`config.mk`:
```
export PLATFORM = sky130hd
export DESIGN_NAME = uart_tx_feeder_flat
export DESIGN_NICKNAME = d
export VERILOG_FILES = /design/src/rtl/uart_tx_feeder_if.sv /design/src/rtl/uart_tx_feeder.sv /design/src/flat_wrapper.sv
export SDC_FILE = /design/constraint.sdc
export NUM_CORES = 1
export LEC_CHECK = 0
export ABC_AREA = 1
export CAP_MARGIN = 5
export CELL_PAD_IN_SITES_DETAIL_PLACEMENT = 1
export CELL_PAD_IN_SITES_GLOBAL_PLACEMENT = 2
export CORE_ASPECT_RATIO = 1.1
export CORE_MARGIN = 2
export CORE_UTILIZATION = 42
export DETAILED_ROUTE_END_ITERATION = 16
export GPL_TIMING_DRIVEN = 0
export PLACE_DENSITY_LB_ADDON = 0.1
export REMOVE_ABC_BUFFERS = 1
export SYNTH_ARGS = -nofsm -noshare
export SYNTH_HDL_FRONTEND = slang
export SYNTH_SLANG_ARGS = --single-unit
```
`constraint.sdc`:
```
create_clock -name i_sys_clk -period 6.3 [get_ports i_sys_clk]
set_input_delay 0.945 -clock i_sys_clk [delete_from_list [all_inputs] [get_ports i_sys_clk]]
set_output_delay 0.945 -clock i_sys_clk [all_outputs]
set_load 0.005 [all_outputs]
```
`src/rtl/uart_tx_feeder_if.sv`:
```
// Byte-write, transmitter-handoff and status signals of uart_tx_feeder.
// Defining UART_TX_FEEDER_OVF_CNT_EN adds the o_ovf_cnt dropped-write count.
interface uart_tx_feeder_if #(
    parameter int FIFO_AW = 4
);
    logic [7:0]       i_wr_data;
    logic             i_wr_en;
    logic             o_full;
    logic             o_empty;
    logic [FIFO_AW:0] o_level;
    logic [7:0]       o_tx_byte;
    logic             o_activate;
    logic             i_uart_done;
    logic             o_busy;
`ifdef UART_TX_FEEDER_OVF_CNT_EN
    logic [7:0]       o_ovf_cnt;

    // master: the writer/transmitter environment; slave: the feeder itself
    modport master (
        output i_wr_data, i_wr_en, i_uart_done,
        input  o_full, o_empty, o_level, o_tx_byte, o_activate, o_busy, o_ovf_cnt
    );
    modport slave (
        input  i_wr_data, i_wr_en, i_uart_done,
        output o_full, o_empty, o_level, o_tx_byte, o_activate, o_busy, o_ovf_cnt
    );
`else
    modport master (
        output i_wr_data, i_wr_en, i_uart_done,
        input  o_full, o_empty, o_level, o_tx_byte, o_activate, o_busy
    );
    modport slave (
        input  i_wr_data, i_wr_en, i_uart_done,
        output o_full, o_empty, o_level, o_tx_byte, o_activate, o_busy
    );
`endif
endinterface

```
`src/rtl/uart_tx_feeder.sv`:
```
// Byte FIFO feeding a toggle-activated UART transmitter, one byte per done pulse.
// Optional dropped-write counter enabled by defining UART_TX_FEEDER_OVF_CNT_EN.
module uart_tx_feeder #(
    parameter int FIFO_AW = 4
) (
    input  logic             i_sys_clk,
    input  logic             i_sys_rst,
    uart_tx_feeder_if.slave  bus
);
    localparam int DEPTH = 1 << FIFO_AW;
    localparam logic [FIFO_AW:0] DEPTH_L = (FIFO_AW + 1)'(DEPTH);

    localparam logic [1:0] ST_IDLE      = 2'd0;
    localparam logic [1:0] ST_LOAD      = 2'd1;
    localparam logic [1:0] ST_WAIT_DONE = 2'd2;

    logic [7:0]         mem [DEPTH];
    logic [FIFO_AW-1:0] wr_ptr_reg;
    logic [FIFO_AW-1:0] rd_ptr_reg;
    logic [FIFO_AW:0]   count_reg;
    logic [1:0]         state_reg;
    logic [1:0]         state_next;
    logic [7:0]         tx_byte_reg;
    logic               activate_reg;

    logic full;
    logic empty;
    logic push;
    logic pop;

    assign full  = (count_reg == DEPTH_L);
    assign empty = (count_reg == '0);
    // A write while full is dropped even if the head is popped on the same edge
    assign push  = bus.i_wr_en && !full;
    assign pop   = (state_reg == ST_IDLE) && !empty;

    always_comb begin
        state_next = state_reg;
        case (state_reg)
            ST_IDLE:      if (!empty) state_next = ST_LOAD;
            ST_LOAD:      state_next = ST_WAIT_DONE;
            ST_WAIT_DONE: if (bus.i_uart_done) state_next = ST_IDLE;
            default:      state_next = ST_IDLE;
        endcase
    end

    // Storage array carries no reset so it maps onto block RAM
    always_ff @(posedge i_sys_clk) begin
        if (push) begin
            mem[wr_ptr_reg] <= bus.i_wr_data;
        end
    end

    always_ff @(posedge i_sys_clk) begin
        if (i_sys_rst) begin
            wr_ptr_reg   <= '0;
            rd_ptr_reg   <= '0;
            count_reg    <= '0;
            state_reg    <= ST_IDLE;
            tx_byte_reg  <= 8'h00;
            activate_reg <= 1'b0;
        end else begin
            state_reg <= state_next;
            if (push) wr_ptr_reg <= wr_ptr_reg + 1'b1;
            if (pop) begin
                rd_ptr_reg  <= rd_ptr_reg + 1'b1;
                tx_byte_reg <= mem[rd_ptr_reg];
            end
            case ({push, pop})
                2'b10:   count_reg <= count_reg + 1'b1;
                2'b01:   count_reg <= count_reg - 1'b1;
                default: count_reg <= count_reg;
            endcase
            // Byte was registered on the previous edge, so it is stable before the toggle
            if (state_reg == ST_LOAD) activate_reg <= ~activate_reg;
        end
    end

    assign bus.o_full     = full;
    assign bus.o_empty    = empty;
    assign bus.o_level    = count_reg;
    assign bus.o_tx_byte  = tx_byte_reg;
    assign bus.o_activate = activate_reg;
    assign bus.o_busy     = (state_reg != ST_IDLE);

`ifdef UART_TX_FEEDER_OVF_CNT_EN
    logic [7:0] ovf_cnt_reg;

    always_ff @(posedge i_sys_clk) begin
        if (i_sys_rst) begin
            ovf_cnt_reg <= 8'h00;
        end else if (bus.i_wr_en && full && (ovf_cnt_reg != 8'hFF)) begin
            ovf_cnt_reg <= ovf_cnt_reg + 8'h01;
        end
    end

    assign bus.o_ovf_cnt = ovf_cnt_reg;
`endif
endmodule

```
`src/flat_wrapper.sv`:
```
// flat-port wrapper written by rule: the top's interface ports become plain ports
module uart_tx_feeder_flat 
#(
    parameter int FIFO_AW = 4
)
  (i_sys_clk, i_sys_rst, bus_i_wr_data, bus_i_wr_en, bus_i_uart_done, bus_o_full, bus_o_empty, bus_o_level, bus_o_tx_byte, bus_o_activate, bus_o_busy);
  uart_tx_feeder_if #(.FIFO_AW(FIFO_AW)) bus_i ();
  input  logic i_sys_clk;
  input  logic i_sys_rst;
  input wire logic [$bits(bus_i.i_wr_data)-1:0] bus_i_wr_data;
  input wire logic [$bits(bus_i.i_wr_en)-1:0] bus_i_wr_en;
  input wire logic [$bits(bus_i.i_uart_done)-1:0] bus_i_uart_done;
  output wire logic [$bits(bus_i.o_full)-1:0] bus_o_full;
  output wire logic [$bits(bus_i.o_empty)-1:0] bus_o_empty;
  output wire logic [$bits(bus_i.o_level)-1:0] bus_o_level;
  output wire logic [$bits(bus_i.o_tx_byte)-1:0] bus_o_tx_byte;
  output wire logic [$bits(bus_i.o_activate)-1:0] bus_o_activate;
  output wire logic [$bits(bus_i.o_busy)-1:0] bus_o_busy;
  assign bus_i.i_wr_data = bus_i_wr_data;
  assign bus_i.i_wr_en = bus_i_wr_en;
  assign bus_i.i_uart_done = bus_i_uart_done;
  assign bus_o_full = bus_i.o_full;
  assign bus_o_empty = bus_i.o_empty;
  assign bus_o_level = bus_i.o_level;
  assign bus_o_tx_byte = bus_i.o_tx_byte;
  assign bus_o_activate = bus_i.o_activate;
  assign bus_o_busy = bus_i.o_busy;
  uart_tx_feeder #(.FIFO_AW(FIFO_AW)) u_core (.i_sys_clk(i_sys_clk), .i_sys_rst(i_sys_rst), .bus(bus_i));
endmodule
```
; Word level (Yosys, flattened, before mapping)
; Memories as Yosys holds them, arrays and structs flattened. A register that Yosys moved wholly into a read port is not among the register bits.
; Cells that the tools add are included.
[word_totals]
in_bits = 12
ram_bits = 128
n_memories = 1
mem_bits_ro = 0
latchBits = 0
elab_cells = 33
register_bits = 16
output_inout_bits = 17
[op_classes]
n_reduce_logical = 9
mul = 0
magnitude_cmp = 0
n_eq_ne = 7
n_addsub = 4
n_mux = 6
shift = 0
bitwise = 1
n_div = 0
[mem_list]
columns = memory, words, width, rd, rd_ports_with_merged_regs, write_ports, line_no
row1 = u_core.mem, 16, 8, 1, 1, 1, uart_tx_feeder.sv:17  ; logic [7:0] mem [DEPTH];
[ops]
columns = op, count
row1 = 5-bit one-hot mux with 2 select lines, 1
row2 = 4-bit by 1-bit adder with 4-bit output (second input constant), 2
row3 = 2-bit one-hot mux with 3 select lines, 1
row4 = 5-bit by 1-bit adder with 5-bit output (second input constant), 1
row5 = 5-bit == test (second input constant), 1
row6 = 5-bit logical NOT, 1
row7 = 5-bit by 1-bit subtractor with 5-bit output (second input constant), 1
row8 = 2-bit by 1-bit == test with 1-bit output (second input constant), 2
row9 = 2-bit == test (second input constant), 2
row10 = 2-bit two-way mux, 2
row11 = 2-bit inequality test (second input constant), 2
row12 = 2-bit nonzero test, 2
row13 = 1-bit logical AND, 2
row14 = 1-bit logical NOT, 2
row15 = 2-bit logical NOT, 1
row16 = 1-bit two-way mux, 2
row17 = 2-bit AND reduction, 1
row18 = 1-bit NOT, 1

; Logic depth before layout (Yosys ltp)
[logic_depth]
word_depth = 5
ltp_mapped = 16
depth_no_buf = 15

; Least setup slack after synthesis
; OpenSTA, ideal clock, no wires.
[synth_timing]
path_kind = in2reg
start = in bus_i_wr_en
end = reg u_core.count_reg[4], in the netlist u_core.bus.o_level[4]
n_path_buf = 0
slack_ns = 4.108
arrival_time_ns = 2.122
stages = 12
setup_time_ns = 0.071
required_ns = 6.229
path_cell_list = nand2_2 ha_1 xor2_1 ha_1 inv_1 nand2_1 nand3_1 nand2_1 nand2_1 nand2_1 nand2_1 a21oi_1
[synth_via]
elab_chain_len = 3
elab_cells_between_ends = 5
classes_between = 2 x eq/ne / 1 x mux / 2 x reduce/logical
[synth_rtl]
columns = element, line_no
row1 = from (decl), flat_wrapper.sv:11  ; input wire logic [$bits(bus_i.i_wr_en)-1:0] bus_i_wr_en;
row2 = 1-bit logical AND (*), uart_tx_feeder.sv:34  ; assign push = bus.i_wr_en && !full;
row3 = 2-bit by 1-bit == test with 1-bit output or 2-bit == test (tied branches), uart_tx_feeder.sv:69  ; case ({push, pop})
row4 = 5-bit one-hot mux with 2 select lines or 2-bit nonzero test (tied branches), -
row5 = to (signal assigned), uart_tx_feeder.sv:70  ; 2'b10: count_reg <= count_reg + 1'b1;
row6 = to (signal assigned), uart_tx_feeder.sv:71  ; 2'b01: count_reg <= count_reg - 1'b1;
row7 = to (signal assigned), uart_tx_feeder.sv:72  ; default: count_reg <= count_reg;
row8 = to (decl), uart_tx_feeder.sv:20  ; logic [FIFO_AW:0] count_reg;
; Mark *: on every way between the ends. The rest lies on a longest branch, timed or not.
; A chain may end at the register's enable or synchronous reset.

==> impl_metrics.ini <==
[finish]
multi_input_area_um2 = 1780
drive_above_1_share = 0.0518
stdcell_count = 914
post-route-util = 0.488
max_flop_register = u_core.mem
nFillCells = 1768
stdcell_area_um2 = 7630
antennaDiodeCount = 0
final_nets = 721
largest_reg_flops = 128
synthToLayoutAreaGrowth_pct = 14.2
seq_area_um2 = 4330

[cts]
clkTransAtPathRegs_ns = 0.06
cts_tree = built
postCtsHoldBufs = 0
clock_path_buffers = 2
clockRootBuffer = clkbuf_16
clkLatencyLatePin_ns = 0.42
cts_made_buffers = 17
cts_sinks = 152
post_cts_buffers = 0
htree_levels = 4
cts.repair.resized = 0

[synthesis]
ys_ff_latch = 152
yosysUniqueCellTypes = 22
yosys_warnings = 0
syn-mean-instance-area_um2 = 9.79
synthesis.area_um2 = 6680
netlist_instances = 682
yosysSeqAreaShare = 0.648

[place]
placed_area_um2 = 7050
hpwlAfterDp_um = 10700
place_inst = 882
portBuffers = 28
gp_congestion = 0.736

[route]
vias = 4641
drt_iter0_markers = 262
drc = 0
drt-total-wl_um = 17100
final_antenna_net_count = 0
vias_per_cell = 5.08
wire_per_inst_um = 18.7
drtPass1Iterations = 4

[global_route]
grt-ovfl-total = 0
antenna_found_initial = 0
grt_max_degree = 67
grt_util_all_layers = 0.213
grt_pass1_wl_um = 26700
grt_pass1_vias = 4893

[critical_path]
cp_max_fo = 19
path_buf_inv = 2
r2r_setup_slack_ns = 3.44
critPathTopFamily = flip-flops
setup.worst_path.class = reg -> reg
worstSetupStartpointType = flop
cp_data_arrival_time_ns = 3.23
end_kind = flop
crit_chain = clkinv_1 > nand3_1 > nand3_1 > nand3_1 > nand2_1 > inv_1
crit_path_top_delay_cell = dfxtp_1
worst_path_most_repeated_cell = nand3_1
cpPeakStageDelay_ns = 1.07
required_ns = 6.67

[run]
maxCapViolCount = 0

[die]
placementRows = 48
die_w_um = 124
die_h_um = 136
dieArea_um2 = 16900
initial_core_util = 0.428
ios = 29
coreArea_um2 = 15600

[sta]
maxSlewViolCount = 0
max_freq_mhz = 350
holdWs_ns = 0.516
hold_viol_final = 0
finalCritPeriodShare = 0.454
setup_violations = 0
finalSetupTns_ns = 0
tightestPinTransition_ns = 1.25
finClkSkew_ns = 0.00576
finalCriticalPeriod_ns = 2.86
rsz0062_at_grt = no
slew_headroom = 0.167

[power]
vdd_drop_max_mv = 0.194
p_leak_nw = 3.17
power_density_nw_per_um2 = 410

[outcome]
status = complete, no violations

[min_path]
hp-class = reg -> reg
## cells in the final DEF (no fill, tap or decap), drive strengths merged
master / instances
a21boi: 1
a21oi: 12
buf: 2
bufinv: 2
clkbuf: 22
clkdlybuf4s50: 28
clkinv: 10
dfxtp: 24
edfxtp: 128
ha: 8
inv: 97
nand2: 203
nand3: 96
nand4: 2
nor2: 55
o21ai: 17
xnor2: 1
xor2: 6
## Yosys cell counts
| master | number | area [um2] |
|---|---|---|
| nand3_1 | 96 | 480 |
| nand2_1 | 200 | 751 |
| o21ai_1 | 8 | 40.0 |
| a21oi_1 | 12 | 60.1 |
| clkbuf_1 | 4 | 15.0 |
| nand2_2 | 3 | 18.8 |
| edfxtp_1 | 128 | 3840 |
| nor2_1 | 55 | 206 |
| buf_2 | 11 | 55.1 |
| dfxtp_1 | 24 | 480 |
| inv_2 | 3 | 11.3 |
| clkinv_1 | 2 | 7.51 |
| buf_1 | 1 | 3.75 |
| o21ai_0 | 9 | 45.0 |
| buf_4 | 9 | 67.6 |
| a21boi_0 | 1 | 7.51 |
| xor2_1 | 6 | 52.6 |
| xnor2_1 | 1 | 8.76 |
| nand4_1 | 2 | 12.5 |
| inv_1 | 94 | 353 |
| buf_6 | 5 | 56.3 |
| ha_1 | 8 | 100 |
## power breakdown
part | switching [mW] | internal, mW | total (mW) | leakage [nW]
Sequential | 0.0863 | 1.16 | 1.25 | 1.35
Combinational | 0.568 | 0.326 | 0.894 | 1.53
Clock | 0.379 | 0.608 | 0.986 | 0.286
Total | 1.03 | 2.09 | 3.13 | 3.17
## metal layers
| metal | up-vias | part of all wire | track usage |
|---|---|---|---|
| met3 | 36 | 0.040 | 0.0378 |
| met5 | - | 0 | 0 |
| met4 | 0 | 0.031 | 0.110 |
| met2 | 89 | 0.51 | 0.373 |
| li1 | 2241 | - | - |
| met1 | 2275 | 0.42 | 0.254 |
## worst paths after layout
kind,from,end,cells after the start
max,u_core.rd_ptr_reg[2],u_core.bus.o_tx_byte[0],6
min,u_core.wr_ptr_reg[3],u_core.wr_ptr_reg[3],2
max reg2reg,u_core.rd_ptr_reg[2],u_core.bus.o_tx_byte[0],6
min reg2reg,u_core.wr_ptr_reg[3],u_core.wr_ptr_reg[3],2
## per-stage QoR
stage          setup slack, ns  power (mW)
6_report                  3.44        3.13
5_1_grt                   3.30        3.32
4_1_cts                   3.46        3.17
3_5_place_dp              3.23        2.17
3_3_place_gp              1.63        2.13
2_1_floorplan             3.58        1.80
## logic make-up (layout without fill, tap and decap cells)
family | Yosys count | in the layout | share of synthesized area
AND/OR/NAND/NOR | 356 | 356 | 0.220
flip-flops | 152 | 152 | 0.648
buffers and inverters | 129 | 161 | 0.0853
AO/OA/AOI/OAI | 30 | 30 | 0.0229
adder cells (fa/ha/maj) | 8 | 8 | 0.0150
XOR/XNOR | 7 | 7 | 0.00918
## worst register-to-register path, cell delays in order (launching register included)
cell and delay, ns:
dfxtp_1 1.07, clkinv_1 0.98, nand3_1 0.31, nand3_1 0.14, nand3_1 0.19, nand2_1 0.07
inv_1 0.05
## layout make-up
| cell class | count | share of cell area |
|---|---|---|
| sequential | 152 | 0.567 |
| multi-input combinational | 401 | 0.234 |
| clock buffer | 22 | 0.0622 |
| inverter | 99 | 0.0487 |
| timing repair buffer | 30 | 0.0420 |
| tap | 200 | 0.0328 |
| clock inverter | 10 | 0.0131 |
No activity file was read; power rests on OpenSTA's default activity.
==> RTL change, RTL diff (config.mk and constraints unchanged) <==
`FIFO_AW` is set to 4 in 3 places; all go to 6.
--- a/src/rtl/uart_tx_feeder_if.sv
+++ b/src/rtl/uart_tx_feeder_if.sv
@@ -1,7 +1,7 @@
 // Byte-write, transmitter-handoff and status signals of uart_tx_feeder.
 // Defining UART_TX_FEEDER_OVF_CNT_EN adds the o_ovf_cnt dropped-write count.
 interface uart_tx_feeder_if #(
-    parameter int FIFO_AW = 4
+    parameter int FIFO_AW = 6
 );
     logic [7:0]       i_wr_data;
     logic             i_wr_en;
--- a/src/rtl/uart_tx_feeder.sv
+++ b/src/rtl/uart_tx_feeder.sv
@@ -1,7 +1,7 @@
 // Byte FIFO feeding a toggle-activated UART transmitter, one byte per done pulse.
 // Optional dropped-write counter enabled by defining UART_TX_FEEDER_OVF_CNT_EN.
 module uart_tx_feeder #(
-    parameter int FIFO_AW = 4
+    parameter int FIFO_AW = 6
 ) (
     input  logic             i_sys_clk,
     input  logic             i_sys_rst,
--- a/src/flat_wrapper.sv
+++ b/src/flat_wrapper.sv
@@ -1,7 +1,7 @@
 // flat-port wrapper written by rule: the top's interface ports become plain ports
 module uart_tx_feeder_flat 
 #(
-    parameter int FIFO_AW = 4
+    parameter int FIFO_AW = 6
 )
   (i_sys_clk, i_sys_rst, bus_i_wr_data, bus_i_wr_en, bus_i_uart_done, bus_o_full, bus_o_empty, bus_o_level, bus_o_tx_byte, bus_o_activate, bus_o_busy);
   uart_tx_feeder_if #(.FIFO_AW(FIFO_AW)) bus_i ();
Ports: changed (resized bus_o_level); port bits go from 29 to 31. No check against the original RTL was run, so the function may have changed too.
==> RTL change against the unedited design <==
Global-route usage is 1.7 points higher. Total power grew to 3.2 times the old value. Wire length grew to 3.7 times the old value. Design area grew to 3.4 times the old value. Core utilization is 1.3 points lower. First-iteration DRC count grew to 3.8 times the old value. Combinational power grew to 2.8 times the old value. Area after synthesis grew to 3.5 times the old value. Setup slack worse by 1.1 ns. Hold slack better by 0.018 ns. Sequential cell count is 390 higher. Critical path type is now input port to flop. Critical endpoint is now u_core.mem[44][7].
==> RTL change: results (changes against the unedited design) <==
metric	value	unit	change
largest net degree at the start of global routing	185		was 67
Max FO, Critical Path	11		was 19
Num CTS Buffers	56		was 17
vias in the first global route	15843		was 4893
Slowest cell on crit path	nor2_1		was dfxtp_1
register area share after synthesis	69.14	%	was 64.77%
worst hold margin	0.5336	ns	was 0.5159 ns
Slew HR	17.19	%	was 16.70%
H-tree Lvls	2		was 4
CP top delay family	simple AND/OR/NAND/NOR gates		was flip-flops
cell count after placement	2876		was 882
P_leak	0.009995	µW	was 0.003175 µW
Peak VDD IR	0.0003118	V	was 0.0001936 V
Synth cell types	31		was 22
Clock Latency Late Sink	0.61	ns	was 0.42 ns
max reg flops	512		was 128
min-delay worst type	flop to flop		unchanged
leading cell types by total area after synthesis	edfxtp_1 67%, nand2_1 11%, nand3_1 6.3%		was edfxtp_1 58%, nand2_1 11%, dfxtp_1 7.2%
# resized after CTS	0		unchanged
Largest Register	u_core.mem		unchanged
number of synthesized flops with an enable pin	512		was 128
Final #Nets	2220		was 721
layout cell share with drive strength beyond 1	5.615	%	was 5.182%
Critical Path Max Stage Delay	1.05	ns	was 1.07 ns
# port buffers	30		was 28
Data arrival, critical path	4.16	ns	was 3.23 ns
outcome	complete, no violations		unchanged
Area after DPL	24140	µm²	was 7052 µm²
fmax	0.2538	GHz	was 0.3496 GHz
Clock Skew	0.01813	ns	was 0.005758 ns
DR iter-0 viols	985		was 262
HPWL after DPL	38.56	mm	was 10.68 mm
gpl congestion	0.7606		was 0.7361
Synth top cells by count	675 x nand2_1, 512 x edfxtp_1, 292 x nand3_1		was 200 x nand2_1, 128 x edfxtp_1, 96 x nand3_1
pre-CTS setup slack	1.734	ns	was 3.228 ns
TritonRoute pass-1 iters	5		was 4
first-pass GRT wire length	96.82	mm	was 26.69 mm
total number of vias	15313		was 4641
Finished Layout Cells	2980		was 914
Total GRT Usage	22.99	%	was 21.31%
Total Wirelength	63.48	mm	was 17.10 mm
mean post-synth cell area	10.49	µm²	was 9.789 µm²
Max clock buf depth	3		was 2
reg2reg setup slack	2.45	ns	was 3.44 ns
clk slew on worst S/H paths	0.06	ns	about the same
# diodes	0		unchanged
asr flop ratio synth	0	%	unchanged
RTL change: changes by cell type after synthesis, sizes merged, moves of 7 or more:
| cell | unedited run | this run |
|---|---|---|
| o21ai | 17 | 56 |
| a21oi | 12 | 44 |
| clkbuf | 4 | 23 |
| edfxtp | 128 | 512 |
| nand2 | 203 | 676 |
| nand3 | 96 | 295 |
| and3 | 0 | 7 |
| buf | 26 | 88 |
| inv | 97 | 202 |
| nor2 | 55 | 237 |
RTL change: worst min-delay path: stages, from the launching register on:
cell,delay [ns]
dfxtp_1,0.35
nor2_1,0.06
nor2_1,0.09
RTL change: layer usage:
layer | vias to the layer above | part of all wire, % | global-route usage (%) | wire length, µm
li1 | 7312 | - | - | -
met1 | 7693 | 45 | 30.90 | 28340
met2 | 218 | 49 | 38.50 | 31110
met3 | 90 | 3.8 | 3.603 | 2396
met4 | 0 | 2.6 | 6.592 | 1633
met5 | - | 0 | 0 | 0
RTL change: path summary, 6_finish.rpt:
kind                         from                 endpoint  depth (start not counted)
max                   bus_i_wr_en        u_core.mem[44][7]                          5
max reg2reg  u_core.rd_ptr_reg[2]  u_core.bus.o_tx_byte[1]                         11
min reg2reg   u_core.state_reg[0]      u_core.state_reg[1]                          2
min           u_core.state_reg[0]      u_core.state_reg[1]                          2
RTL change: cell families after synthesis:
kind of cell / share of synthesized area, %
compound gates: 2.193
xor+xnor: 0.1896
fa+ha+maj: 0.5199
buf+inv: 6.076
flops: 69.14
simple gates: 21.88
RTL change: final cells by class:
class,count,area [µm²]
clock buffer,62,1455
clock inverter,41,362.8
tap,736,920.9
inverter,205,788.3
timing repair buffer,50,715.7
sequential,542,15980
fill,5873,28660
multi-input combinational,1344,5733
RTL change: power by group:
group	internal (µW)	switching, µW	total, µW
Combinational	776	1700	2470
Sequential	4020	87.5	4100
Clock	1930	1370	3310
